### src/rtl/fpu_pkg.sv
// fpu_pkg: shared definitions for the FP issue controller.
//   fpu_op_e        - operation select driven to the FPU (add/sub/mul/div)
//   issue_state_e   - controller FSM state encoding
//   FP_QNAN         - quiet NaN written back when an operation times out
//   TIMEOUT_DEFAULT - default EXEC cycle budget before abort
package fpu_pkg;

    typedef enum logic [1:0] {
        OP_ADD = 2'b00,
        OP_SUB = 2'b01,
        OP_MUL = 2'b10,
        OP_DIV = 2'b11
    } fpu_op_e;

    typedef enum logic [1:0] {
        ST_IDLE = 2'b00,
        ST_EXEC = 2'b01,
        ST_WB   = 2'b10
    } issue_state_e;

    localparam logic [31:0] FP_QNAN         = 32'h7FC0_0000;
    localparam int          TIMEOUT_DEFAULT = 64;

endpackage

### src/rtl/fpu_issue_ctrl_if.sv
// fpu_issue_ctrl_if: bundle of every non-clock/reset signal of the issue
// controller.
//   slave  modport - controller view (request in, FPU drive out, writeback out)
//   master modport - environment view (pipeline, FPU and writeback consumer)
interface fpu_issue_ctrl_if;

    // pipeline request
    logic        req_valid;
    logic        req_ready;
    logic [1:0]  req_op;
    logic [31:0] req_a;
    logic [31:0] req_b;
    logic [4:0]  req_rd;
    // FPU side
    logic [31:0] fpu_a;
    logic [31:0] fpu_b;
    logic [1:0]  fpu_sel;
    logic        pipe_stall;
    logic        fpu_stall;
    logic        fpu_done;
    logic        fpu_ovf;
    logic        fpu_unf;
    logic [31:0] fpu_result;
    // writeback
    logic        wb_valid;
    logic        wb_ready;
    logic [4:0]  wb_rd;
    logic [31:0] wb_data;
    logic [2:0]  wb_flags;
    // status
    logic        busy;

    modport slave (
        input  req_valid, req_op, req_a, req_b, req_rd,
        output req_ready,
        output fpu_a, fpu_b, fpu_sel, fpu_stall,
        input  pipe_stall, fpu_done, fpu_ovf, fpu_unf, fpu_result,
        output wb_valid, wb_rd, wb_data, wb_flags,
        input  wb_ready,
        output busy
    );

    modport master (
        output req_valid, req_op, req_a, req_b, req_rd,
        input  req_ready,
        input  fpu_a, fpu_b, fpu_sel, fpu_stall,
        output pipe_stall, fpu_done, fpu_ovf, fpu_unf, fpu_result,
        input  wb_valid, wb_rd, wb_data, wb_flags,
        output wb_ready,
        input  busy
    );

endinterface

### src/rtl/fpu_issue_ctrl.sv
// fpu_issue_ctrl: issues one FP operation at a time to an external FPU,
// waits for completion (or aborts after TIMEOUT unstalled EXEC cycles) and
// presents the result on a valid/ready writeback port.
//   clk  - clock, all state on rising edge
//   rstn - asynchronous active-low reset
//   bus  - request, FPU and writeback signals (slave modport)
//          wb_flags = {timeout, overflow, underflow}
module fpu_issue_ctrl
    import fpu_pkg::*;
#(
    parameter int TIMEOUT = TIMEOUT_DEFAULT
) (
    input  logic                  clk,
    input  logic                  rstn,
    fpu_issue_ctrl_if.slave       bus
);

    localparam int               CNT_W    = (TIMEOUT > 2) ? $clog2(TIMEOUT) : 1;
    localparam logic [CNT_W-1:0] CNT_LAST = CNT_W'(TIMEOUT - 1);

    issue_state_e     state_q,    state_d;
    logic [CNT_W-1:0] cnt_q,      cnt_d;
    logic [31:0]      fpu_a_q,    fpu_a_d;
    logic [31:0]      fpu_b_q,    fpu_b_d;
    fpu_op_e          fpu_sel_q,  fpu_sel_d;
    logic [4:0]       wb_rd_q,    wb_rd_d;
    logic [31:0]      wb_data_q,  wb_data_d;
    logic [2:0]       wb_flags_q, wb_flags_d;
    logic             fpu_stall;

    always_ff @(posedge clk or negedge rstn) begin
        if (!rstn) begin
            state_q    <= ST_IDLE;
            cnt_q      <= '0;
            fpu_a_q    <= '0;
            fpu_b_q    <= '0;
            fpu_sel_q  <= OP_ADD;
            wb_rd_q    <= '0;
            wb_data_q  <= '0;
            wb_flags_q <= '0;
        end else begin
            state_q    <= state_d;
            cnt_q      <= cnt_d;
            fpu_a_q    <= fpu_a_d;
            fpu_b_q    <= fpu_b_d;
            fpu_sel_q  <= fpu_sel_d;
            wb_rd_q    <= wb_rd_d;
            wb_data_q  <= wb_data_d;
            wb_flags_q <= wb_flags_d;
        end
    end

    always_comb begin
        state_d    = state_q;
        cnt_d      = cnt_q;
        fpu_a_d    = fpu_a_q;
        fpu_b_d    = fpu_b_q;
        fpu_sel_d  = fpu_sel_q;
        wb_rd_d    = wb_rd_q;
        wb_data_d  = wb_data_q;
        wb_flags_d = wb_flags_q;
        fpu_stall  = 1'b0;

        case (state_q)
            ST_IDLE: begin
                if (bus.req_valid) begin
                    fpu_a_d   = bus.req_a;
                    fpu_b_d   = bus.req_b;
                    fpu_sel_d = fpu_op_e'(bus.req_op);
                    wb_rd_d   = bus.req_rd;
                    cnt_d     = '0;
                    state_d   = ST_EXEC;
                end
            end
            ST_EXEC: begin
                fpu_stall = bus.pipe_stall;
                // A completion in the same cycle as the budget expiring wins.
                if (bus.fpu_done) begin
                    wb_data_d  = bus.fpu_result;
                    wb_flags_d = {1'b0, bus.fpu_ovf, bus.fpu_unf};
                    state_d    = ST_WB;
                end else if (cnt_q == CNT_LAST) begin
                    wb_data_d  = FP_QNAN;
                    wb_flags_d = 3'b100;
                    state_d    = ST_WB;
                end else if (!bus.pipe_stall) begin
                    // Frozen cycles do not consume the timeout budget.
                    cnt_d = cnt_q + 1'b1;
                end
            end
            ST_WB: begin
                // Return to IDLE only; a new request waits for the next cycle.
                if (bus.wb_ready) begin
                    state_d = ST_IDLE;
                end
            end
            default: begin
                state_d = ST_IDLE;
            end
        endcase
    end

    assign bus.req_ready = (state_q == ST_IDLE);
    assign bus.busy      = (state_q != ST_IDLE);
    assign bus.wb_valid  = (state_q == ST_WB);
    assign bus.fpu_stall = fpu_stall;
    assign bus.fpu_a     = fpu_a_q;
    assign bus.fpu_b     = fpu_b_q;
    assign bus.fpu_sel   = fpu_sel_q;
    assign bus.wb_rd     = wb_rd_q;
    assign bus.wb_data   = wb_data_q;
    assign bus.wb_flags  = wb_flags_q;

endmodule

### src/flat_wrapper.sv
// flat-port wrapper written by rule: the top's interface ports become plain ports
module fpu_issue_ctrl_flat import fpu_pkg::*;
#(
    parameter int TIMEOUT = TIMEOUT_DEFAULT
)
  (clk, rstn, bus_req_valid, bus_req_op, bus_req_a, bus_req_b, bus_req_rd, bus_req_ready, bus_fpu_a, bus_fpu_b, bus_fpu_sel, bus_fpu_stall, bus_pipe_stall, bus_fpu_done, bus_fpu_ovf, bus_fpu_unf, bus_fpu_result, bus_wb_valid, bus_wb_rd, bus_wb_data, bus_wb_flags, bus_wb_ready, bus_busy);
  fpu_issue_ctrl_if bus_i ();
  input  logic clk;
  input  logic rstn;
  input wire logic [$bits(bus_i.req_valid)-1:0] bus_req_valid;
  input wire logic [$bits(bus_i.req_op)-1:0] bus_req_op;
  input wire logic [$bits(bus_i.req_a)-1:0] bus_req_a;
  input wire logic [$bits(bus_i.req_b)-1:0] bus_req_b;
  input wire logic [$bits(bus_i.req_rd)-1:0] bus_req_rd;
  output wire logic [$bits(bus_i.req_ready)-1:0] bus_req_ready;
  output wire logic [$bits(bus_i.fpu_a)-1:0] bus_fpu_a;
  output wire logic [$bits(bus_i.fpu_b)-1:0] bus_fpu_b;
  output wire logic [$bits(bus_i.fpu_sel)-1:0] bus_fpu_sel;
  output wire logic [$bits(bus_i.fpu_stall)-1:0] bus_fpu_stall;
  input wire logic [$bits(bus_i.pipe_stall)-1:0] bus_pipe_stall;
  input wire logic [$bits(bus_i.fpu_done)-1:0] bus_fpu_done;
  input wire logic [$bits(bus_i.fpu_ovf)-1:0] bus_fpu_ovf;
  input wire logic [$bits(bus_i.fpu_unf)-1:0] bus_fpu_unf;
  input wire logic [$bits(bus_i.fpu_result)-1:0] bus_fpu_result;
  output wire logic [$bits(bus_i.wb_valid)-1:0] bus_wb_valid;
  output wire logic [$bits(bus_i.wb_rd)-1:0] bus_wb_rd;
  output wire logic [$bits(bus_i.wb_data)-1:0] bus_wb_data;
  output wire logic [$bits(bus_i.wb_flags)-1:0] bus_wb_flags;
  input wire logic [$bits(bus_i.wb_ready)-1:0] bus_wb_ready;
  output wire logic [$bits(bus_i.busy)-1:0] bus_busy;
  assign bus_i.req_valid = bus_req_valid;
  assign bus_i.req_op = bus_req_op;
  assign bus_i.req_a = bus_req_a;
  assign bus_i.req_b = bus_req_b;
  assign bus_i.req_rd = bus_req_rd;
  assign bus_req_ready = bus_i.req_ready;
  assign bus_fpu_a = bus_i.fpu_a;
  assign bus_fpu_b = bus_i.fpu_b;
  assign bus_fpu_sel = bus_i.fpu_sel;
  assign bus_fpu_stall = bus_i.fpu_stall;
  assign bus_i.pipe_stall = bus_pipe_stall;
  assign bus_i.fpu_done = bus_fpu_done;
  assign bus_i.fpu_ovf = bus_fpu_ovf;
  assign bus_i.fpu_unf = bus_fpu_unf;
  assign bus_i.fpu_result = bus_fpu_result;
  assign bus_wb_valid = bus_i.wb_valid;
  assign bus_wb_rd = bus_i.wb_rd;
  assign bus_wb_data = bus_i.wb_data;
  assign bus_wb_flags = bus_i.wb_flags;
  assign bus_i.wb_ready = bus_wb_ready;
  assign bus_busy = bus_i.busy;
  fpu_issue_ctrl #(.TIMEOUT(TIMEOUT)) u_core (.clk(clk), .rstn(rstn), .bus(bus_i));
endmodule
### config.mk
export PLATFORM = sky130hd
export DESIGN_NAME = fpu_issue_ctrl_flat
export DESIGN_NICKNAME = d
export VERILOG_FILES = /design/src/rtl/fpu_pkg.sv /design/src/rtl/fpu_issue_ctrl_if.sv /design/src/rtl/fpu_issue_ctrl.sv /design/src/flat_wrapper.sv
export SDC_FILE = /design/constraint.sdc
export NUM_CORES = 1
export LEC_CHECK = 0
export BUFFER_PORTS_ARGS = -buffer_cell sky130_fd_sc_hd__buf_2
export CAP_MARGIN = 25
export CORE_MARGIN = 3
export CORE_UTILIZATION = 51
export CTS_BUF_LIST = sky130_fd_sc_hd__clkbuf_8
export CTS_CLUSTER_SIZE = 28
export DETAILED_ROUTE_END_ITERATION = 12
export PLACE_DENSITY = 0.88
export SYNTH_ARGS = -nofsm -noshare
export SYNTH_HDL_FRONTEND = slang
export SYNTH_SLANG_ARGS = --single-unit
### constraint.sdc
create_clock -name clk -period 3.8 [get_ports clk]
set_clock_uncertainty 0.05 [all_clocks]
set_input_delay 0 -clock clk [delete_from_list [all_inputs] [get_ports clk]]
set_output_delay 0 -clock clk [all_outputs]
set_load 0.03 [all_outputs]
==> run metrics <==
via count=3,930; Hold Violations, Final=0; hold slack final=0.07460 ns; worst-margin pin slew=1.059 ns; H-tree depth=4; Final ANT Viol Nets=0; share of synthesized registers carrying an async set or reset=1.000; vias per cell=5.275; first-pass GRT wire length=22.54 mm; I/O Buffers=220; First-pass DRT Iterations=5; vias in the first global route=4,283; Power Dens Cells=902.3 nW/um^2; site row count=33; EDFF count, synth=0; post-synthesis cell count=292; CTS root buf=clkbuf_8; Ys Warns=0; kind of critical path=reg -> reg; register area share after synthesis=0.6360; R2R Path End=u_core.bus.wb_data[26]$_DFFE_PN0P_; area taken by multi-input logic gates=1448 um^2; Layout Cells excl Fill=745; Peak Freq=366.0 MHz; leading cell type in the layout, fill and taps excluded=buf_2; Area after DPL=5569 um^2; Crit path depth=5; PostCTS Resize Cnt=0; Synth top area share=0.6360; Initial Util=0.5352; Slew Limit Headroom=0.2937; WP buf/inv=1; Die Wd=99.78 um; Nets=739; layout cell share with drive strength beyond 1=0.5110; CTS Buffer Depth=2; Worst-path clk slew=0.06 ns; P_leak=0.003502 uW; worst skew pair latency=0.39 ns; Worst Reg-to-Reg Cells=5; Final Max Tran Viols=0; fin crit share=0.7190; DRC errors left=0; DP Cell Count=601; detailed router's first-iteration violation count=173; cts bufs inserted=17; required time of the critical path=4.08 ns; largest net degree at the start of global routing=74; critical path peak fanout=28; DR WL/cell=19.78 um; Max-Cap Viols=0; Post-Syn Area=4486 um^2; register area=2853 um^2; Slowest cell on crit path=and3b_1; # clock sinks=114; hpwl dp=7.798 mm; syn avg cell area=15.36 um^2; Die Y=99.78 um; Top FF cell, synth=dfrtp_1; crit-path cells=and3b_1 -> a31o_1 -> nor2_1 -> a31oi_1 -> dlygate4sd3_1; Syn-to-layout area delta=57.96%; GPL Wtd Cong=0.7845; crit end category=flip-flop; worst setup path startpoint=u_core.state_q[1]$_DFFE_PN0P_; GRT Util Overall=0.2974; largest cells by area after synthesis=dfrtp_1 64%, mux2_2 16%, a22o_1 5.1%; Worst VDD drop=0.7700 mV; filler cell count=415; Period minus WS final=2.732 ns; FF-to-FF setup slack=1.07 ns; CTS tree=yes; setup total negative slack=0 ns; Die ar.=9956 um^2; Setup Viol. Count Final=0; antenna violations before repair=2; post-route cell area=7086 um^2; commonest cells after routing, fill and taps aside=219 x buf_2, 114 x dfrtp_1, 112 x dlygate4sd3_1, 63 x mux2_2, 26 x a22o_1; cell family with most CP delay=simple AND/OR/NAND/NOR gates; CP Launch Type=flip-flop; IO Pins=221; core area=8382 um^2; Yosys reg bits=114; Net Count, Synth=404; area leader, netlist=dfrtp_1; status=finished clean; gr ovfl total=0; Min-Delay Path Class=in -> reg; Reg-to-Reg Start=u_core.state_q[1]$_DFFE_PN0P_; Critical Path AT=3.01 ns; Max stage delay on crit path=0.95 ns; RSZ-0062 raised after global routing=no; library cells used by synthesis=37; CP Capture Point=u_core.bus.wb_data[26]$_DFFE_PN0P_; DRT Wirelength=14.73 mm
sequential cells by signal (all words and copies together) (netlist names):
register,flops
u_core.bus.fpu_b,32
u_core.cnt_q,6
u_core.bus.wb_data,32
u_core.bus.fpu_a,32
u_core.state_q,2
u_core.bus.wb_flags,3
u_core.bus.wb_rd,5
u_core.bus.fpu_sel,2
repair_timing:
item / CTS / global route
hold buffers: 112 / 0
endpoints found under the hold margin: 224 / 0
buffers inserted: 0 / 0
how the worst min path moves through the flow:
| stage | startpoint | endpoint | slack [ns] | depth (start not counted) |
|---|---|---|---|---|
| finish | bus_req_valid | u_core.cnt_q[0]$_DFFE_PN0P_ | 0.07 | 4 |
| global placement | rstn | u_core.bus.fpu_sel[0]$_DFFE_PN0P_ | 0.11 | 2 |
| floorplan | rstn | u_core.bus.fpu_a[0]$_DFFE_PN0P_ | -0.35 | 0 |
| global route | bus_req_valid | u_core.cnt_q[0]$_DFFE_PN0P_ | 0.11 | 4 |
| CTS | bus_req_valid | u_core.cnt_q[0]$_DFFE_PN0P_ | 0.04 | 4 |
| detailed placement | rstn | u_core.bus.fpu_sel[0]$_DFFE_PN0P_ | 0.12 | 2 |
final cells by class:
class,instances,share of cell area
antenna,2,0.0007063
inverter,5,0.002649
multi-input combinational,155,0.2043
clock buffer,18,0.03496
timing repair buffer,334,0.3161
clock inverter,12,0.02013
tap,105,0.01854
sequential,114,0.4026
synthesized netlist by cell type (3+ instances only):
cell       n
o21ai_0    5
buf_6     13
a22o_1    26
nand2_1    6
mux2_2    63
a31oi_1    5
o22a_1     7
inv_1      5
nor2_1     6
buf_2      3
mux2_4     8
dfrtp_1  114
layer usage:
| metal | up-vias | part of all wire | GRT usage |
|---|---|---|---|
| met3 | 36 | 0.062 | 0.07436 |
| met4 | 0 | 0.035 | 0.1313 |
| li1 | 1747 | - | - |
| met2 | 196 | 0.55 | 0.5603 |
| met5 | - | 0 | 0 |
| met1 | 1951 | 0.35 | 0.3092 |
metrics by stage:
step / worst slack, ns / utilization / total power (uW)
final: 1.068 / 0.8454 / 6393
after global routing: 0.8783 / 0.8454 / 6673
after CTS: 1.107 / 0.8448 / 6288
after detailed placement: 1.642 / 0.6644 / 5066
after global placement: 1.730 / 0.6644 / 4961
after floorplan: 2.058 / - / 4243
worst register-to-register path, cell delays in order, from the launching register on:
cell,delay [ns]
dfrtp_1,0.43
and3b_1,0.95
a31o_1,0.45
nor2_1,0.07
a31oi_1,0.15
dlygate4sd3_1,0.57
cells by family after synthesis:
group                    synth area share
multiplexers                       0.1849
buffers and inverters             0.04184
flip-flops                         0.6360
AO/OA/AOI/OAI                      0.1027
adder cells (fa/ha/maj)          0.002789
AND/OR/NAND/NOR                   0.03180
report_power, final:
group | internal [uW] | switching [uW]
Clock | 651 | 465
Sequential | 1800 | 371
Combinational | 1130 | 1980
(Power assumes the default switching activity.)
